<file path="config.mk">
export PLATFORM = sky130hd
export DESIGN_NAME = param_deserializer
export DESIGN_NICKNAME = d
export VERILOG_FILES = /design/src/rtl/param_deserializer.sv
export SDC_FILE = /design/constraint.sdc
export NUM_CORES = 1
export LEC_CHECK = 0
export CAP_MARGIN = 20
export CORE_ASPECT_RATIO = 1.75
export CORE_UTILIZATION = 41
export DETAILED_ROUTE_END_ITERATION = 8
export PLACE_DENSITY = 0.66
export SYNTH_ARGS = -nofsm -noshare
export SYNTH_HDL_FRONTEND = slang
export SYNTH_SLANG_ARGS = --single-unit
</file>
<file path="constraint.sdc">
create_clock -name CLK -period 2 [get_ports CLK]
set_input_delay 0.3 -clock CLK [delete_from_list [all_inputs] [get_ports CLK]]
set_output_delay 0.3 -clock CLK [all_outputs]
set_load 0.03 [all_outputs]
</file>
<file path="src/rtl/param_deserializer.sv">
`default_nettype none
// param_deserializer: assembles strobed serial bits into a right-aligned word with valid/ready output.
// Optional parity stage (ParTyp/ParErr, PARITY state) is built when DESER_PARITY_EN is defined.
module param_deserializer #(
    parameter int DATA_WIDTH = 8,
    parameter int MSB_FIRST  = 0
) (
    input  logic                                  CLK,
    input  logic                                  RST,
    input  logic                                  SampledBit,
    input  logic                                  Enable,
    input  logic                                  Clear,
    input  logic [$clog2(DATA_WIDTH+1)-1:0]       DataLen,
    input  logic                                  PReady,
    output logic [DATA_WIDTH-1:0]                 PData,
    output logic                                  PValid,
    output logic                                  Busy,
`ifdef DESER_PARITY_EN
    input  logic                                  ParTyp,
    output logic                                  ParErr,
`endif
    output logic                                  Overrun
);

    localparam int LW = $clog2(DATA_WIDTH + 1);

    typedef enum logic [1:0] {
        IDLE   = 2'd0,
`ifdef DESER_PARITY_EN
        PARITY = 2'd2,
`endif
        DATA   = 2'd1
    } state_t;

    state_t                state, state_nx;
    logic [LW-1:0]         frame_len, frame_len_nx;
    logic [LW-1:0]         count, count_nx;
    logic [LW-1:0]         eff_len, len_cur, k, idx;
    logic [DATA_WIDTH-1:0] shreg, shreg_nx, placed, word;
    logic                  last, complete;
`ifdef DESER_PARITY_EN
    logic                  par_err_nx;
`endif

    // Out-of-range lengths (0 or wider than the datapath) fall back to the full width.
    assign eff_len = (DataLen == '0 || DataLen > LW'(DATA_WIDTH)) ? LW'(DATA_WIDTH) : DataLen;
    assign Busy    = (state != IDLE);

    always_comb begin
        state_nx     = state;
        frame_len_nx = frame_len;
        count_nx     = count;
        shreg_nx     = shreg;
        complete     = 1'b0;
        word         = shreg;
`ifdef DESER_PARITY_EN
        par_err_nx   = 1'b0;
`endif
        // At frame start the live DataLen is used, since frame_len is loaded on this same edge.
        len_cur = (state == IDLE) ? eff_len : frame_len;
        k       = (state == IDLE) ? '0 : count;
        idx     = (MSB_FIRST != 0) ? (len_cur - LW'(1) - k) : k;
        placed  = ((state == IDLE) ? '0 : shreg) | (DATA_WIDTH'(SampledBit) << idx);
        last    = ((k + LW'(1)) == len_cur);

        if (Clear) begin
            state_nx = IDLE;
            count_nx = '0;
            shreg_nx = '0;
        end else if (Enable) begin
            case (state)
                IDLE, DATA: begin
                    if (state == IDLE) begin
                        frame_len_nx = eff_len;
                    end
                    shreg_nx = placed;
                    count_nx = k + LW'(1);
                    state_nx = DATA;
                    if (last) begin
`ifdef DESER_PARITY_EN
                        state_nx = PARITY;
`else
                        complete = 1'b1;
                        word     = placed;
                        state_nx = IDLE;
                        count_nx = '0;
                        shreg_nx = '0;
`endif
                    end
                end
`ifdef DESER_PARITY_EN
                PARITY: begin
                    complete   = 1'b1;
                    word       = shreg;
                    par_err_nx = SampledBit ^ ParTyp ^ (^shreg);
                    state_nx   = IDLE;
                    count_nx   = '0;
                    shreg_nx   = '0;
                end
`endif
                default: state_nx = IDLE;
            endcase
        end
    end

    always_ff @(posedge CLK) begin
        if (RST) begin
            state     <= IDLE;
            frame_len <= '0;
            count     <= '0;
            shreg     <= '0;
            PData     <= '0;
            PValid    <= 1'b0;
            Overrun   <= 1'b0;
`ifdef DESER_PARITY_EN
            ParErr    <= 1'b0;
`endif
        end else begin
            state     <= state_nx;
            frame_len <= frame_len_nx;
            count     <= count_nx;
            shreg     <= shreg_nx;
            Overrun   <= 1'b0;
            if (complete) begin
                if (!PValid || PReady) begin
                    PData  <= word;
                    PValid <= 1'b1;
`ifdef DESER_PARITY_EN
                    ParErr <= par_err_nx;
`endif
                end else begin
                    Overrun <= 1'b1;
                end
            end else if (PValid && PReady) begin
                PValid <= 1'b0;
`ifdef DESER_PARITY_EN
                ParErr <= 1'b0;
`endif
            end
        end
    end

endmodule
`default_nettype wire

</file>
==> impl_metrics.toml, run 1 <==
[run_status]
status = "finished, final reports clean"

[pwr]
peakVddDrop_mv = 0.567
power_switching_mw = 0.279
seqPwrFrac = 0.530
leakagePower_nw = 0.700
swShare = 0.268
internal-power_mw = 0.760
clkPwrFrac = 0.302
powerDensity_mw_per_mm2 = 536
share_comb_of_total_power = 0.168

[clocking]
clk_pin_slew_ns = 0.09
clock_latency_ns = 0.28
htree_levels = 1
cts_tree = "yes"
ctsHoldBuffers = 0
cts_made_buffers = 3
cts_root_buf = "clkbuf_8"
clock_sinks = 27
clockBufferDepth = 2

[job]
maxCapViolCount = 0

[placed_design]
port_buffers = 20
dp_hpwl_mm = 2.80
gp_congestion = 0.775

[synthesis]
ys_warn_count = 0
synth-seq-cells = 27
yosysSeqAreaShare = 0.385
ys_dominant_reg_cell = "dfxtp_1"
synth_area_leaders = "dfxtp_1 39%, a32o_1 5.0%, a22o_1 3.7%, nand2b_1 3.6%, nor4_1 2.7%"
postSynthCellCount = 149
synth_cell_types = 43
synth_top_area_frac = 0.385
synth_top_cell_by_area = "dfxtp_1"
syn_avg_cell_area_sq_um = 9.42
syn-num-nets = 160
netlist_area_sq_mm = 0.00140
yosys.cell_count.top_type = "dfxtp_1"
async_reset_ff_frac = 0
ys_top_cells_by_count = "27 x dfxtp_1, 9 x nand2_1, 8 x nand2b_1"
synth_edf_count = 0

[cells_and_area]
seq_area_sq_um = 546
area_delta_synth_final_pct = 38.0
drive_above_1_share = 0.301
finish.utilization = 0.604
finalNetCount = 198
multi_input_area_sq_um = 900
antenna_cells = 0
fillers = 280

[worst_setup_path]
worstPathCellList = "nand2_4 -> inv_2 -> ha_4 -> xor2_2 -> buf_4 -> o41ai_4 -> buf_6 -> a21oi_4 -> a32o_1"
end_kind = "flip-flop"
criticalPathCategory = "reg2reg"
start_kind = "flip-flop"
worst-path-buf-inv = 3
arrival_ns = 2.15
cp.required_ns = 2.18
path_max_fanout = 7
cp_slowest_cell = "dfxtp_4"
slowest_delay_ns = 0.38
critPathTopFamily = "compound AO/OA/AOI/OAI gates"

[routing]
wl_per_cell_um = 17.4
avgViaCountPerCell = 5.89
drtIter0Drc = 41
antenna_left = 0
first_pass_iters = 4
dr_total_vias = 1348
drc = 0
wl_mm = 3.99

[sta]
setup_viol = 0
drv_slew = 0
finalCritPeriodShare = 0.985
rsz0062_at_grt = "true"
fmaxAchievable_mhz = 508
slew_headroom = 0.694
tightest_slew_ns = 0.456
hold_ws_ns = 0.472
finalHoldViolCount = 0
fin_crit_ns = 1.97
finClkSkew_ns = 0.00229

[floorplan]
die_w_um = 46.2
placementRows = 27
coreArea_sq_mm = 0.00321
fp.dieArea_sq_mm = 0.00367
io_pins = 21
die_h_um = 79.4
initial_core_util = 0.437

[min_path]
min_path_type = "reg2reg"

[global_route]
grt_pass1_vias = 1301
antenna_found_initial = 0
grt.overflow.total = 0
grt_first_pass_wirelength_mm = 5.96
grt_max_degree = 30
grt_use_total = 0.223
## through the flow
stage	total power, mW	setup TNS, ns	std cells	instance area (sq um)	worst slack (ns)
2_1_floorplan	0.652	-1.11	149	1470	-0.119
3_3_place_gp	0.713	-3.04	221	1800	-0.206
3_5_place_dp	0.717	-4.50	221	1800	-0.323
4_1_cts	1.03	0	226	1870	0.00798
5_1_grt	1.07	-0.0654	229	1940	-0.0250
6_report	1.04	0	229	1940	0.0298
## sequential cells by signal (all words and copies together) (netlist names)
name       count
state          1
count          4
PValid         1
PData          8
shreg          8
frame_len      4
Overrun        1
## routing by layer
layer,wire length (um),track usage,vias up
li1,-,-,646
met1,1530,0.262,641
met2,2110,0.376,47
met3,180,0.0226,14
met4,176,0.121,0
met5,0,0,-
## cell families after synthesis
kind of cell,after synthesis,share of synthesized area
XOR/XNOR,5,0.0410
AND/OR/NAND/NOR,50,0.193
adder cells (fa/ha/maj),1,0.00891
buffers and inverters,16,0.0615
AO/OA/AOI/OAI,47,0.279
flip-flops,27,0.385
multiplexers,3,0.0312
## cell usage in the layout, fill, tap and decap left out, drive strengths merged, types with 2 or more instances in the layout
| cell type | netlist | routed |
|---|---|---|
| a21oi | 7 | 8 |
| a22o | 6 | 6 |
| a31o | 5 | 5 |
| a31oi | 4 | 4 |
| a32o | 7 | 7 |
| buf | 5 | 22 |
| clkbuf | 6 | 3 |
| clkdlybuf4s50 | 0 | 20 |
| dfxtp | 27 | 27 |
| inv | 5 | 5 |
| mux2 | 2 | 2 |
| nand2 | 9 | 9 |
| nand2b | 8 | 8 |
| nand3 | 5 | 5 |
| nand4 | 2 | 2 |
| nor2 | 7 | 7 |
| nor2b | 2 | 2 |
| nor3 | 7 | 7 |
| nor4 | 6 | 6 |
| o21ai | 5 | 5 |
| o31ai | 5 | 5 |
| o41a | 1 | 2 |
| o41ai | 2 | 2 |
| xor2 | 3 | 3 |
## final timing paths
path	start	end	slack, ns	cells past startpoint
max	state[0]	shreg[5]	0.03	9
min	shreg[0]	shreg[0]	0.47	2
max reg2reg	state[0]	shreg[5]	0.03	9
min reg2reg	shreg[0]	shreg[0]	0.47	2
## repair_timing
item | in CTS | in global routing
setup endpoints to repair | 5 | 15
pin swaps | 2 | 7
buffers inserted | 0 | 2
resized for setup | 2 | 9
gates cloned | 1 | 1
## worst reg2reg max path, delay by kind of cell (launching register included)
family	cells	cell delay [ns]
AND/OR/NAND/NOR	1	0.06
flip-flops	1	0.38
AO/OA/AOI/OAI	3	0.71
adder cells (fa/ha/maj)	1	0.17
buffers and inverters	3	0.38
XOR/XNOR	1	0.16
## power by group through the flow
stage | sequential (mW) | clock (mW) | combinational [mW]
floorplan | 0.564 | 0 | 0.0878
global placement | 0.562 | 0 | 0.151
detailed placement | 0.563 | 0 | 0.154
CTS | 0.551 | 0.320 | 0.161
global route | 0.552 | 0.337 | 0.186
finish | 0.551 | 0.314 | 0.174
## area by class of cell
type	instances	area share
Timing Repair Buffer	42	0.193
Tap cell	43	0.0278
Sequential cell	27	0.282
Clock inverter	1	0.00258
Clock buffer	3	0.0213
Multi-Input combinational cell	108	0.464
Inverter	5	0.00969
Note: power is estimated with default switching activity, not from simulation.
==> run 2: changes to the inputs <==
--- a/config.mk
+++ b/config.mk
@@ -7,9 +7,9 @@
 export LEC_CHECK = 0
 export CAP_MARGIN = 20
 export CORE_ASPECT_RATIO = 1.75
-export CORE_UTILIZATION = 41
+export CORE_UTILIZATION = 50
 export DETAILED_ROUTE_END_ITERATION = 8
-export PLACE_DENSITY = 0.66
+export PLACE_DENSITY = 0.84
 export SYNTH_ARGS = -nofsm -noshare
 export SYNTH_HDL_FRONTEND = slang
 export SYNTH_SLANG_ARGS = --single-unit
==> constraint.sdc (replaced) <==
create_clock -name CLK -period 2.1 [get_ports CLK]
set_input_delay 0.315 -clock CLK [delete_from_list [all_inputs] [get_ports CLK]]
set_output_delay 0.315 -clock CLK [all_outputs]
set_load 0.03 [all_outputs]
==> impl_metrics.toml, run 2 (same netlist as run 1, synthesis figures left out) <==
[routing]
first_pass_iters = 4
dr_total_vias = 1337
avgViaCountPerCell = 6.62
wl_per_cell_um = 17.7
drtIter0Drc = 101
top_layer = "met4"
dr_wl_met2_mm = 1.97
drc = 0
wl_mm = 3.59
antenna_left = 0
drt-met1-wl_mm = 1.27
met3_wirelength_um = 205

[sta]
finClkSkew_ns = 0.00254
fmaxAchievable_mhz = 491
setup_viol = 0
fin_ws_ns = 0.0638
drv_slew = 0
finalCritPeriodShare = 0.970
slew_headroom = 0.689
hold_ws_ns = 0.468
tightest_slew_ns = 0.464
fin_crit_ns = 2.04
finalHoldViolCount = 0
tns_ns = 0

[worst_setup_path]
cp.required_ns = 2.26
reg2reg_from = "state[0]"
cp_slowest_cell = "o41a_1"
worstPathCellList = "nand2_4 -> inv_2 -> ha_4 -> xor2_2 -> o41a_1 -> o311ai_1 -> o31ai_1"
startpoint = "state[0]"
arrival_ns = 2.19
end_kind = "flip-flop"
path_max_fanout = 5
criticalPathCategory = "reg2reg"
start_kind = "flip-flop"
slowest_delay_ns = 0.55

[global_route]
grt_use_total = 0.237
grt_first_pass_wirelength_mm = 5.64
antenna_found_initial = 0
grt_max_degree = 18
grt_pass1_vias = 1246
grt.overflow.total = 0

[floorplan]
die_w_um = 42.1
placementRows = 25
initial_core_util = 0.522
fp.dieArea_sq_mm = 0.00303
coreArea_sq_mm = 0.00269
io_pins = 21
die_h_um = 72.1

[cells_and_area]
finish.utilization = 0.667
layout_commonest_cell = "dfxtp_1"
area_delta_synth_final_pct = 27.7
drive_above_1_share = 0.223
finalNetCount = 187
mostFrequentLayoutCells = "25 x dfxtp_1, 20 x clkdlybuf4s50_1, 12 x buf_4"
top_regs = "PData: 8 flops, shreg: 8 flops"
finalInstanceArea_sq_mm = 0.00179
antenna_cells = 0

[min_path]
min_path_type = "reg2reg"
min_from = "shreg[0]"

[clocking]
post_cts_resized = 0
clk_pin_slew_ns = 0.09
htree_levels = 1
ctsHoldBuffers = 0
cts_root_buf = "clkbuf_8"
clock_latency_ns = 0.27
clockBufferDepth = 2
clock_sinks = 27
cts_tree = "yes"
post_cts_buffers = 0
cts_made_buffers = 3

[placed_design]
gp_congestion = 0.852
dp_hpwl_mm = 2.60
postPlaceCellArea_sq_mm = 0.00170
place_ws_ns = -0.193
port_buffers = 20

[pwr]
powerDensity_mw_per_mm2 = 539
leakagePower_nw = 0.643
peakVddDrop_mv = 0.407

[job]
maxCapViolCount = 0

[run_status]
status = "finished, final reports clean"
==> run 2: area by class of cell <==
class	count	area, sq um
Inverter	5	18.8
Clock buffer	4	45.0
Sequential cell	27	546
Timing Repair Buffer	32	290
Multi-Input combinational cell	107	860
Fill cell	219	897
Tap cell	27	33.8
==> run 2: worst max-delay path, delay by kind of cell, from the launching register on <==
kind | cells | cell delay, ns
AO/OA/AOI/OAI | 3 | 0.96
XOR/XNOR | 1 | 0.21
adder cells (fa/ha/maj) | 1 | 0.21
buffers and inverters | 1 | 0.07
flip-flops | 1 | 0.40
AND/OR/NAND/NOR | 1 | 0.07
==> run 2: final timing paths <==
path                   end  slack (ns)  depth (start not counted)
setup / recovery  PData[5]        0.06                          7
hold / removal    shreg[0]        0.47                          2
setup reg to reg  PData[5]        0.06                          7
hold reg to reg   shreg[0]        0.47                          2
==> run 2: where the power goes <==
group / internal [mW] / switching [mW] / total (mW) / leakage, nW
sequential: 0.518 / 0.00688 / 0.525 / 0.219
clock: 0.136 / 0.162 / 0.298 / 0.0228
combinational: 0.0603 / 0.0837 / 0.144 / 0.401
total: 0.714 / 0.252 / 0.967 / 0.643
==> run 2: stage by stage <==
| stage | total power [mW] | instances |
|---|---|---|
| after floorplan | 0.619 | 149 |
| after global placement | 0.664 | 197 |
| after detailed placement | 0.669 | 197 |
| after CTS | 0.957 | 201 |
| after global routing | 0.998 | 202 |
| final | 0.967 | 202 |
==> run 2: layer usage <==
layer	vias to the layer above	global-route usage
li1	620	-
met1	641	0.270
met2	62	0.446
met3	14	0.0224
met4	0	0.0903
met5	-	0
==> run 3: changes to the inputs <==
--- a/config.mk
+++ b/config.mk
@@ -9,7 +9,7 @@
 export CORE_ASPECT_RATIO = 1.75
 export CORE_UTILIZATION = 50
 export DETAILED_ROUTE_END_ITERATION = 8
-export PLACE_DENSITY = 0.84
+export PLACE_DENSITY = 0.75
 export SYNTH_ARGS = -nofsm -noshare
 export SYNTH_HDL_FRONTEND = slang
 export SYNTH_SLANG_ARGS = --single-unit
==> impl_metrics.toml, run 3 (same netlist as run 1, synthesis figures left out) <==
[floorplan]
io_pins = 21
die_w_um = 42.1
coreArea_sq_mm = 0.00269
die_h_um = 72.1
initial_core_util = 0.522
fp.dieArea_sq_mm = 0.00303
placementRows = 25

[clocking]
cts_made_buffers = 3
post_cts_buffers = 0
clockBufferDepth = 2
clock_sinks = 27
post_cts_resized = 0
ctsHoldBuffers = 0
htree_levels = 1
clock_latency_ns = 0.27
clk_pin_slew_ns = 0.08
cts_root_buf = "clkbuf_8"
cts_tree = "yes"

[global_route]
grt_max_degree = 29
grt.overflow.total = 0
antenna_found_initial = 0
grt_first_pass_wirelength_mm = 5.62
grt_pass1_vias = 1286
grt_use_total = 0.241

[sta]
tightest_slew_ns = 0.447
finalCritPeriodShare = 0.946
finalHoldViolCount = 0
drv_slew = 0
rsz0062_at_grt = "false"
fmaxAchievable_mhz = 503
fin_crit_ns = 1.99
finClkSkew_ns = 0.00403
setup_viol = 0
slew_headroom = 0.696
fin_ws_ns = 0.113

[routing]
wl_per_cell_um = 17.2
wl_mm = 3.47
first_pass_iters = 4
avgViaCountPerCell = 6.44
drc = 0
antenna_left = 0
dr_total_vias = 1301
drtIter0Drc = 31

[worst_setup_path]
end_kind = "flip-flop"
criticalPathCategory = "reg2reg"
start_kind = "flip-flop"
slowest_delay_ns = 0.38
worstPathCellList = "nand2_4 -> inv_2 -> ha_4 -> xor2_2 -> o41ai_4 -> buf_4 -> nand3_1 -> a31o_1"
reg2regPathDepth = 8
cp_slowest_cell = "dfxtp_1"
arrival_ns = 2.16
path_max_fanout = 8
cp.required_ns = 2.27

[placed_design]
gp_congestion = 0.797
place_ws_ns = -0.168
postPlaceCellArea_sq_mm = 0.00171
dp_hpwl_mm = 2.62
port_buffers = 20

[cells_and_area]
mostFrequentLayoutCells = "26 x dfxtp_1, 20 x clkdlybuf4s50_1, 12 x buf_4"
drive_above_1_share = 0.194
antenna_cells = 0
layout_commonest_cell = "dfxtp_1"
finalNetCount = 187
finalInstanceArea_sq_mm = 0.00176
top_regs = "PData: 8 flops, shreg: 8 flops"
area_delta_synth_final_pct = 25.0

[pwr]
peakVddDrop_mv = 0.552
powerDensity_mw_per_mm2 = 537
p_total_mw = 0.943
leakagePower_nw = 0.644

[run_status]
status = "finished, final reports clean"

[job]
maxCapViolCount = 0

[min_path]
holdPathStages = 1
min_path_type = "reg2reg"
[run 3: final cells by class]
class                      count  area [sq um]
tap                           27          33.8
inverter                       5          18.8
fill                         226           935
multi-input combinational    106           812
timing repair buffer          33           302
clock buffer                   4          45.0
sequential                    27           544
[run 3: critical path, delay by kind of cell (launching register included)]
kind | cells | cell delay (ns)
buffers and inverters | 2 | 0.28
AOI/OAI and AO/OA | 2 | 0.59
and+or+nand+nor | 2 | 0.23
xor gates and xnor gates | 1 | 0.19
adders and majority gates | 1 | 0.21
DFF | 1 | 0.38
[run 3: layer usage]
metal	vias up	global-route usage	share of wire
met5	-	0	0
met4	0	0.142	0.041
met3	13	0.0348	0.045
met2	49	0.448	0.56
met1	621	0.249	0.36
li1	618	-	-
[run 3: final timing paths]
check / slack, ns / endpoint / start
setup / recovery: 0.11 / PData[2] / count[0]
hold / removal: 0.49 / shreg[4] / shreg[4]
setup reg to reg: 0.11 / PData[2] / count[0]
hold reg to reg: 0.49 / shreg[4] / shreg[4]
[run 3: power breakdown]
group	internal (mW)	total (mW)	switching (mW)	leakage (nW)
Clock	0.136	0.285	0.149	0.0228
Combinational	0.0577	0.134	0.0765	0.402
Sequential	0.518	0.524	0.00610	0.219
[run 3: metrics by stage]
stage               hold WS (ns)   util  cells  TNS (ns)
finish                     0.489  0.653    202         0
global route               0.507  0.653    202         0
CTS                        0.484  0.651    202         0
detailed placement         0.462  0.634    198     -1.67
global placement           0.452  0.634    198     -1.29
floorplan                  0.394      -    149   -0.0898
